==> src/rtl/rx_session_ctrl_pkg.sv <==
`default_nettype none
// +----------------------------------------------------------------------+
// | rx_session_ctrl_pkg                                                  |
// | State and status encodings shared by the RX session sequencer.       |
// | Revision: 1.0                                                        |
// +----------------------------------------------------------------------+
package rx_session_ctrl_pkg;

  typedef enum logic [2:0] {
    ST_IDLE     = 3'd0,
    ST_WAIT_LTF = 3'd1,
    ST_WAIT_SIG = 3'd2,
    ST_WAIT_LEN = 3'd3,
    ST_DECODE   = 3'd4,
    ST_WAIT_FCS = 3'd5,
    ST_RST      = 3'd6
  } state_t;

  typedef enum logic [2:0] {
    RX_NONE    = 3'd0,
    RX_OK      = 3'd1,
    RX_FCS_ERR = 3'd2,
    RX_HDR_ERR = 3'd3,
    RX_UNSUPP  = 3'd4,
    RX_TO_LTF  = 3'd5,
    RX_TO_SIG  = 3'd6,
    RX_TO_DATA = 3'd7
  } status_t;

  localparam logic [14:0] c_sym_max = 15'h7FFF;

  function automatic logic [14:0] sym_inc(input logic [14:0] cnt, input logic pulse);
    return (pulse && (cnt != c_sym_max)) ? cnt + 15'd1 : cnt;
  endfunction

endpackage
`default_nettype wire

==> src/rtl/rx_session_ctrl_stage_timer.sv <==
`default_nettype none
// +----------------------------------------------------------------------+
// | rx_stage_timer                                                       |
// | Saturating sample counter with clear and threshold hit (0 = off).    |
// | Revision: 1.0                                                        |
// +----------------------------------------------------------------------+
module rx_stage_timer #(
  parameter int CNT_W = 16
) (
  input  logic             clock,
  input  logic             reset,
  input  logic             clr,
  input  logic             inc,
  input  logic [CNT_W-1:0] th,
  output logic             hit
);

  logic [CNT_W-1:0] cnt_q, cnt_d;
  logic [CNT_W:0]   w_cnt_next;

  // Hit looks at the count including this cycle's sample so the stage
  // exits on the edge that samples the threshold-reaching strobe.
  assign w_cnt_next = {1'b0, cnt_q} + (CNT_W+1)'(inc);
  assign hit        = (th != '0) && (w_cnt_next >= {1'b0, th});

  always_comb begin
    cnt_d = cnt_q;
    if (clr) begin
      cnt_d = '0;
    end else if (inc && (cnt_q != '1)) begin
      cnt_d = cnt_q + CNT_W'(1);
    end
  end

  always_ff @(posedge clock or posedge reset) begin
    if (reset) begin
      cnt_q <= '0;
    end else begin
      cnt_q <= cnt_d;
    end
  end

endmodule
`default_nettype wire

==> src/rtl/rx_session_ctrl.sv <==
`default_nettype none
// +----------------------------------------------------------------------+
// | rx_session_ctrl                                                      |
// | Per-packet RX sequencer: stage tracking, receiver reset, status.     |
// | Optional statistics: define RX_SESSION_CTRL_STAT_EN.                 |
// | Revision: 1.0                                                        |
// +----------------------------------------------------------------------+
module rx_session_ctrl
  import rx_session_ctrl_pkg::*;
#(
  parameter int CNT_W      = 16,
  parameter int RST_CYC    = 4,
  parameter int SYM_MARGIN = 2,
  parameter int STAT_W     = 32
) (
  input  logic              clock,
  input  logic              reset,
  input  logic              ctrl_enable,
  input  logic              sample_in_strobe,
  input  logic              short_preamble_detected,
  input  logic              long_preamble_detected,
  input  logic              pkt_header_valid_strobe,
  input  logic              pkt_header_valid,
  input  logic              ht_unsupport,
  input  logic              phy_len_valid,
  input  logic [14:0]       n_ofdm_sym,
  input  logic              ofdm_symbol_eq_out_pulse,
  input  logic              fcs_out_strobe,
  input  logic              fcs_ok,
  input  logic [CNT_W-1:0]  ltf_to_th,
  input  logic [CNT_W-1:0]  sig_to_th,
  input  logic [CNT_W-1:0]  fcs_to_th,
  output logic              core_rst,
  output logic              session_active,
  output logic [2:0]        state,
  output logic [14:0]       sym_count,
  output logic              rx_done_strobe,
  output logic [2:0]        rx_status,
  output logic [STAT_W-1:0] stat_ok,
  output logic [STAT_W-1:0] stat_fcs_err,
  output logic [STAT_W-1:0] stat_hdr_err,
  output logic [STAT_W-1:0] stat_timeout
);

  localparam int RCW = (RST_CYC > 1) ? $clog2(RST_CYC) : 1;

  state_t         state_q, state_d;
  status_t        status_q, status_d;
  logic           spd_q;
  logic [14:0]    sym_q, sym_d, n_q, n_d;
  logic [RCW-1:0] rcnt_q, rcnt_d;
  logic           done_q, done_d, core_rst_q, core_rst_d, active_q, active_d;

  logic             w_start, w_to_hit, w_fail;
  status_t          w_fail_code;
  logic [CNT_W-1:0] w_th;
  logic [14:0]      w_sym_next;
  logic [15:0]      w_sym_lim;

  assign w_start   = short_preamble_detected && !spd_q && ctrl_enable;
  assign w_sym_lim = {1'b0, n_q} + 16'(SYM_MARGIN);

  always_comb begin
    w_th = '0;
    case (state_q)
      ST_WAIT_LTF:              w_th = ltf_to_th;
      ST_WAIT_SIG, ST_WAIT_LEN: w_th = sig_to_th;
      ST_WAIT_FCS:              w_th = fcs_to_th;
      default:                  w_th = '0;
    endcase
  end

  rx_stage_timer #(.CNT_W(CNT_W)) u_timer (
    .clock (clock),
    .reset (reset),
    .clr   (state_d != state_q),
    .inc   (sample_in_strobe),
    .th    (w_th),
    .hit   (w_to_hit)
  );

  always_comb begin
    state_d     = state_q;
    status_d    = status_q;
    sym_d       = sym_q;
    n_d         = n_q;
    rcnt_d      = '0;
    done_d      = 1'b0;
    w_fail      = 1'b0;
    w_fail_code = RX_NONE;
    w_sym_next  = sym_inc(sym_q, ofdm_symbol_eq_out_pulse);

    // Every branch tests its qualifying strobe before the timeout so the
    // strobe wins a same-cycle tie.
    case (state_q)
      ST_IDLE: begin
        if (w_start) begin
          state_d = ST_WAIT_LTF;
          sym_d   = '0;
        end
      end
      ST_WAIT_LTF: begin
        if (long_preamble_detected) state_d = ST_WAIT_SIG;
        else if (w_to_hit) begin w_fail = 1'b1; w_fail_code = RX_TO_LTF; end
      end
      ST_WAIT_SIG: begin
        if (pkt_header_valid_strobe) begin
          if (!pkt_header_valid)  begin w_fail = 1'b1; w_fail_code = RX_HDR_ERR; end
          else if (ht_unsupport)  begin w_fail = 1'b1; w_fail_code = RX_UNSUPP; end
          else                    state_d = ST_WAIT_LEN;
        end else if (w_to_hit) begin
          w_fail = 1'b1; w_fail_code = RX_TO_SIG;
        end
      end
      ST_WAIT_LEN: begin
        if (phy_len_valid) begin
          n_d     = n_ofdm_sym;
          state_d = (n_ofdm_sym == 15'd0) ? ST_WAIT_FCS : ST_DECODE;
        end else if (w_to_hit) begin
          w_fail = 1'b1; w_fail_code = RX_TO_SIG;
        end
      end
      ST_DECODE, ST_WAIT_FCS: begin
        sym_d = w_sym_next;
        if (fcs_out_strobe) begin
          state_d  = ST_IDLE;
          status_d = fcs_ok ? RX_OK : RX_FCS_ERR;
          done_d   = 1'b1;
        end else if (state_q == ST_DECODE) begin
          if (w_sym_next >= n_q) state_d = ST_WAIT_FCS;
        end else if (({1'b0, w_sym_next} > w_sym_lim) || w_to_hit) begin
          w_fail = 1'b1; w_fail_code = RX_TO_DATA;
        end
      end
      ST_RST: begin
        if (rcnt_q == RCW'(RST_CYC - 1)) state_d = ST_IDLE;
        else                             rcnt_d  = rcnt_q + RCW'(1);
      end
      default: state_d = ST_IDLE;
    endcase

    if (w_fail) begin
      state_d  = ST_RST;
      status_d = w_fail_code;
      done_d   = 1'b1;
    end

    core_rst_d = (state_d == ST_RST);
    active_d   = (state_d != ST_IDLE) && (state_d != ST_RST);
  end

  always_ff @(posedge clock or posedge reset) begin
    if (reset) begin
      state_q    <= ST_IDLE;
      status_q   <= RX_NONE;
      spd_q      <= 1'b0;
      sym_q      <= '0;
      n_q        <= '0;
      rcnt_q     <= '0;
      done_q     <= 1'b0;
      core_rst_q <= 1'b0;
      active_q   <= 1'b0;
    end else begin
      state_q    <= state_d;
      status_q   <= status_d;
      spd_q      <= short_preamble_detected;
      sym_q      <= sym_d;
      n_q        <= n_d;
      rcnt_q     <= rcnt_d;
      done_q     <= done_d;
      core_rst_q <= core_rst_d;
      active_q   <= active_d;
    end
  end

  assign core_rst       = core_rst_q;
  assign session_active = active_q;
  assign state          = state_q;
  assign sym_count      = sym_q;
  assign rx_done_strobe = done_q;
  assign rx_status      = status_q;

`ifdef RX_SESSION_CTRL_STAT_EN
  logic [STAT_W-1:0] stat_ok_q, stat_ok_d, stat_fcs_q, stat_fcs_d;
  logic [STAT_W-1:0] stat_hdr_q, stat_hdr_d, stat_to_q, stat_to_d;

  always_comb begin
    stat_ok_d  = stat_ok_q;
    stat_fcs_d = stat_fcs_q;
    stat_hdr_d = stat_hdr_q;
    stat_to_d  = stat_to_q;
    if (done_d) begin
      case (status_d)
        RX_OK:                             stat_ok_d  = stat_ok_q  + STAT_W'(1);
        RX_FCS_ERR:                        stat_fcs_d = stat_fcs_q + STAT_W'(1);
        RX_HDR_ERR, RX_UNSUPP:             stat_hdr_d = stat_hdr_q + STAT_W'(1);
        RX_TO_LTF, RX_TO_SIG, RX_TO_DATA:  stat_to_d  = stat_to_q  + STAT_W'(1);
        default: ;
      endcase
    end
  end

  always_ff @(posedge clock or posedge reset) begin
    if (reset) begin
      stat_ok_q  <= '0;
      stat_fcs_q <= '0;
      stat_hdr_q <= '0;
      stat_to_q  <= '0;
    end else begin
      stat_ok_q  <= stat_ok_d;
      stat_fcs_q <= stat_fcs_d;
      stat_hdr_q <= stat_hdr_d;
      stat_to_q  <= stat_to_d;
    end
  end

  assign stat_ok      = stat_ok_q;
  assign stat_fcs_err = stat_fcs_q;
  assign stat_hdr_err = stat_hdr_q;
  assign stat_timeout = stat_to_q;
`else
  assign stat_ok      = '0;
  assign stat_fcs_err = '0;
  assign stat_hdr_err = '0;
  assign stat_timeout = '0;
`endif

endmodule
`default_nettype wire

==> config.mk <==
export PLATFORM = sky130hd
export DESIGN_NAME = rx_session_ctrl
export DESIGN_NICKNAME = d
export VERILOG_FILES = /design/src/rtl/rx_session_ctrl_pkg.sv /design/src/rtl/rx_session_ctrl_stage_timer.sv /design/src/rtl/rx_session_ctrl.sv
export SDC_FILE = /design/constraint.sdc
export NUM_CORES = 1
export LEC_CHECK = 0
export ABC_AREA = 1
export CELL_PAD_IN_SITES_DETAIL_PLACEMENT = 1
export CELL_PAD_IN_SITES_GLOBAL_PLACEMENT = 1
export CORE_MARGIN = 3
export CORE_UTILIZATION = 46
export DETAILED_ROUTE_END_ITERATION = 10
export DONT_BUFFER_PORTS = 1
export HOLD_SLACK_MARGIN = 0.02
export PLACE_DENSITY = 0.81
export SETUP_SLACK_MARGIN = 0.4
export SLEW_MARGIN = 40
export SYNTH_ARGS = -nofsm -noshare
export SYNTH_HDL_FRONTEND = slang
export SYNTH_SLANG_ARGS = --single-unit
export TNS_END_PERCENT = 5
==> constraint.sdc <==
create_clock -name clock -period 4.35 [get_ports clock]
set_input_delay 0.87 -clock clock [delete_from_list [all_inputs] [get_ports clock]]
set_output_delay 0.87 -clock clock [all_outputs]
set_load 0.01 [all_outputs]
==> impl_metrics.toml <==
[logic_synthesis]
area_of_the_mapped_netlist_sq_um = 6100
synth_instances = 837
synth_cell_type_count = 42
synth-async-reset-ratio_pct = 100
synth_top_flop_cell = "sky130_fd_sc_hd__dfrtp_1"
synth_seq_cells = 58
synth.yosys.seq_area_share_pct = 23.8
ys.warnings.count = 0
synth.avg_cell_area_sq_um = 7.29
synth_edf_count = 0

[global_routing]
gr_overflow_total = 0
grt_max_degree = 59
busiest_grt_layer = "met2"
grt.met3_usage_pct = 6.29
grt_pass1_vias = 5302
global_route_usage_sum_pct = 21.8
grt_pass1_wl_um = 25800
met2_usage_pct = 36.0
initial_antenna_violation_count = 0
groute.layer.met1.usage_pct = 27.9

[final_layout]
finish.net_count = 969
syn_to_layout_area_delta_pct = 4.00
proportion_of_layout_cells_with_a_drive_suffix_above_1_pct = 10.5
finalInstanceArea_sq_um = 6340
insertedDiodeCount = 0
final_common_cell = "sky130_fd_sc_hd__nand2_1"
final_cell_mix = "sky130_fd_sc_hd__nand2_1, sky130_fd_sc_hd__conb_1, sky130_fd_sc_hd__inv_1"

[detailed_routing]
firstDrtPassIters = 4
initialDrtViolationCount = 286
drc = 0
routed_via_density = 5.11
wl_um = 17000
vias = 5211
drtAntennaViolNets = 0
drt_wl_cell_um = 16.7

[pwr]
p_sw_share_pct = 48.7
leakage_nw = 3.19
internal-power_mw = 1.93
share_seq_of_total_power_pct = 24.1
peakVddDrop_v = 0.000254
power-per-cell-area_nw_per_um2 = 593
pwr-share-comb_pct = 54.7
power_switching_mw = 1.83
clock_network_fraction_of_design_power_pct = 21.2

[sta]
finalSetupViolations = 0
grt_setup_unrepaired = "true"
max_freq_mhz = 247
finalCritPeriodShare_pct = 93.1
hold_viol_final = 0
final.setup.tns_ns = 0
timing.max_slew.rel_slack_pct = 51.8
period_needed_ns = 4.05
final-max-slew-violation-count = 0
max_slew.worst_pin.slew_ns = 0.716
fin_worst_skew_ns = 0.00736

[worst_setup_path]
critical_path_required_ns = 4.62
critPathArrivalTime_ns = 4.32
worst_setup_ep_type = "register"
critical_path_start_end_classification = "register to register"
cp-start-kind = "register"
critical_path_peak_fanout = 8

[floorplan]
ioPinCount = 228
initial_utilization_pct = 47.7
rows = 41
die-width_um = 121
core_region_area_sq_um = 12800
die_y_um = 121
die_area_sq_um = 14700

[cts]
post_cts_hold_buffer_count = 0
clk_path_buf_depth = 2
clock_tree.root_cell = "sky130_fd_sc_hd__clkbuf_16"
cts.sinks = 58
cts_htree_levels = 3
tritoncts = "built"
cts_made_buffers = 9
insertion_delay_ns = 0.33
cts.reportedPaths.clkPinSlew_ns = 0.05

[flow_run]
drv.max_cap_violation_count = 0

[placement]
hpwl_um = 13000
routabilityCongestion = 0.913
placed_area_sq_um = 5750
place.port_buffers = 0

[hold_path]
hold_class = "register to register"

[status]
outcome = "complete, no violations"
## per-layer routing
layer  vias to the layer above  wire (um)
met5                         -          0
li1                       2491          -
met1                      2529       7230
met4                         0        241
met3                        17       1220
met2                       174       8290
## power by group through the flow
stage / sequential [mW] / combinational [mW] / clock [mW]
4_1_cts: 0.894 / 1.89 / 0.807
2_1_floorplan: 0.848 / 1.56 / 0
6_report: 0.906 / 2.06 / 0.799
3_3_place_gp: 0.888 / 1.72 / 0
5_1_grt: 0.926 / 2.32 / 0.840
3_5_place_dp: 0.902 / 1.82 / 0
## layout make-up
type	instances	area, sq um
fillers	1636	6430
inverters	98	368
repair buffers	13	131
clock buffers	12	267
multi-input cells	662	3830
clock inverters	4	72.6
well taps	172	215
flip-flops and latches	58	1460
## state kept, by name (all words and copies together), names as in the netlist
signal and cells:
rx_done_strobe 1, u_timer.cnt_q 16, core_rst 1, session_active 1, rx_status 3, spd_q 1, sym_count 15, n_q 15
state 3, rcnt_q 2
## logic make-up (layout without fill, tap and decap cells)
group	Yosys count	after routing	share of synthesized area, %
and+or+nand+nor	357	357	27.9
buffers and inverters	244	127	23.5
AOI/OAI and AO/OA	80	80	7.59
DFF	58	58	23.8
adders and majority gates	51	51	10.5
xor gates and xnor gates	44	44	6.32
muxes	2	2	0.349
other	1	128	0.0615
## cell usage after synthesis (2+ instances only)
cell / instances / area share [%]
sky130_fd_sc_hd__nand2_1: 147 / 9.0
sky130_fd_sc_hd__buf_4: 131 / 16
sky130_fd_sc_hd__inv_1: 96 / 5.9
sky130_fd_sc_hd__nor2_1: 63 / 3.9
sky130_fd_sc_hd__dfrtp_1: 58 / 24
sky130_fd_sc_hd__nand3_1: 53 / 4.3
sky130_fd_sc_hd__ha_1: 51 / 10
sky130_fd_sc_hd__o21ai_0: 38 / 3.1
sky130_fd_sc_hd__nand4_1: 36 / 3.7
sky130_fd_sc_hd__xor2_1: 34 / 4.9
sky130_fd_sc_hd__nor3_1: 22 / 1.8
sky130_fd_sc_hd__a21oi_1: 21 / 1.7
sky130_fd_sc_hd__nor2_4: 12 / 2.2
sky130_fd_sc_hd__xnor2_1: 10 / 1.4
sky130_fd_sc_hd__nor4_1: 8 / 0.82
sky130_fd_sc_hd__o22ai_1: 8 / 0.82
sky130_fd_sc_hd__buf_2: 7 / 0.57
sky130_fd_sc_hd__clkbuf_1: 6 / 0.37
sky130_fd_sc_hd__nand2_2: 5 / 0.51
sky130_fd_sc_hd__nor2_2: 4 / 0.41
sky130_fd_sc_hd__a21o_1: 2 / 0.25
sky130_fd_sc_hd__a21oi_4: 2 / 0.53
sky130_fd_sc_hd__inv_2: 2 / 0.12
sky130_fd_sc_hd__nand2_4: 2 / 0.37
sky130_fd_sc_hd__o211ai_1: 2 / 0.25
## path summary, 6_finish.rpt
| kind | slack, ns | end | start | cells after the start |
|---|---|---|---|---|
| min in group asynchronous | 0.55 | sym_count[3] | reset | 2 |
| min | 0.44 | rcnt_q[0] | rcnt_q[0] | 1 |
| min reg2reg | 0.44 | rcnt_q[0] | rcnt_q[0] | 1 |
| max reg2reg | 0.30 | u_timer.cnt_q[3] | sym_count[1] | 22 |
| max | 0.30 | u_timer.cnt_q[3] | sym_count[1] | 22 |
| max in group asynchronous | 3.39 | u_timer.cnt_q[0] | reset | 2 |
## stage by stage
step	total power [mW]	instances	worst slack (ns)	utilization, %	hold slack [ns]
after floorplan	2.41	964	0.658	-	0.414
after global placement	2.61	993	0.352	45.0	0.427
after detailed placement	2.72	993	0.109	45.0	0.436
after CTS	3.59	1010	0.415	47.8	0.443
after global routing	4.09	1019	0.101	49.7	0.470
final	3.76	1019	0.299	49.7	0.443
## critical path: stages, from the launching register on
cell and delay [ns]:
sky130_fd_sc_hd__dfrtp_2 0.45, sky130_fd_sc_hd__ha_4 0.18, sky130_fd_sc_hd__nand3_2 0.07, sky130_fd_sc_hd__nor3_1 0.05, sky130_fd_sc_hd__nand3_1 0.06, sky130_fd_sc_hd__and2_4 0.18
sky130_fd_sc_hd__nand3_4 0.08, sky130_fd_sc_hd__nor2_4 0.16, sky130_fd_sc_hd__nand4_1 0.25, sky130_fd_sc_hd__nor3_2 0.30, sky130_fd_sc_hd__xor2_1 0.28, sky130_fd_sc_hd__ha_1 0.31
sky130_fd_sc_hd__and3_4 0.20, sky130_fd_sc_hd__a21oi_1 0.21, sky130_fd_sc_hd__nand3_2 0.11, sky130_fd_sc_hd__nand3_2 0.13, sky130_fd_sc_hd__nand2_4 0.07, sky130_fd_sc_hd__a21oi_4 0.20
sky130_fd_sc_hd__nand4_1 0.11, sky130_fd_sc_hd__nand2_1 0.14, sky130_fd_sc_hd__nand3_4 0.13, sky130_fd_sc_hd__clkbuf_16 0.21, sky130_fd_sc_hd__nor2_4 0.10
## repair_timing
item / in CTS / in global routing
resized for setup: 2 / 33
setup endpoints to repair: 18 / 25
setup buffers: 1 / 8
gates cloned: 0 / 1
pin swaps: 1 / 19
Note: power is estimated with default switching activity, not from simulation.
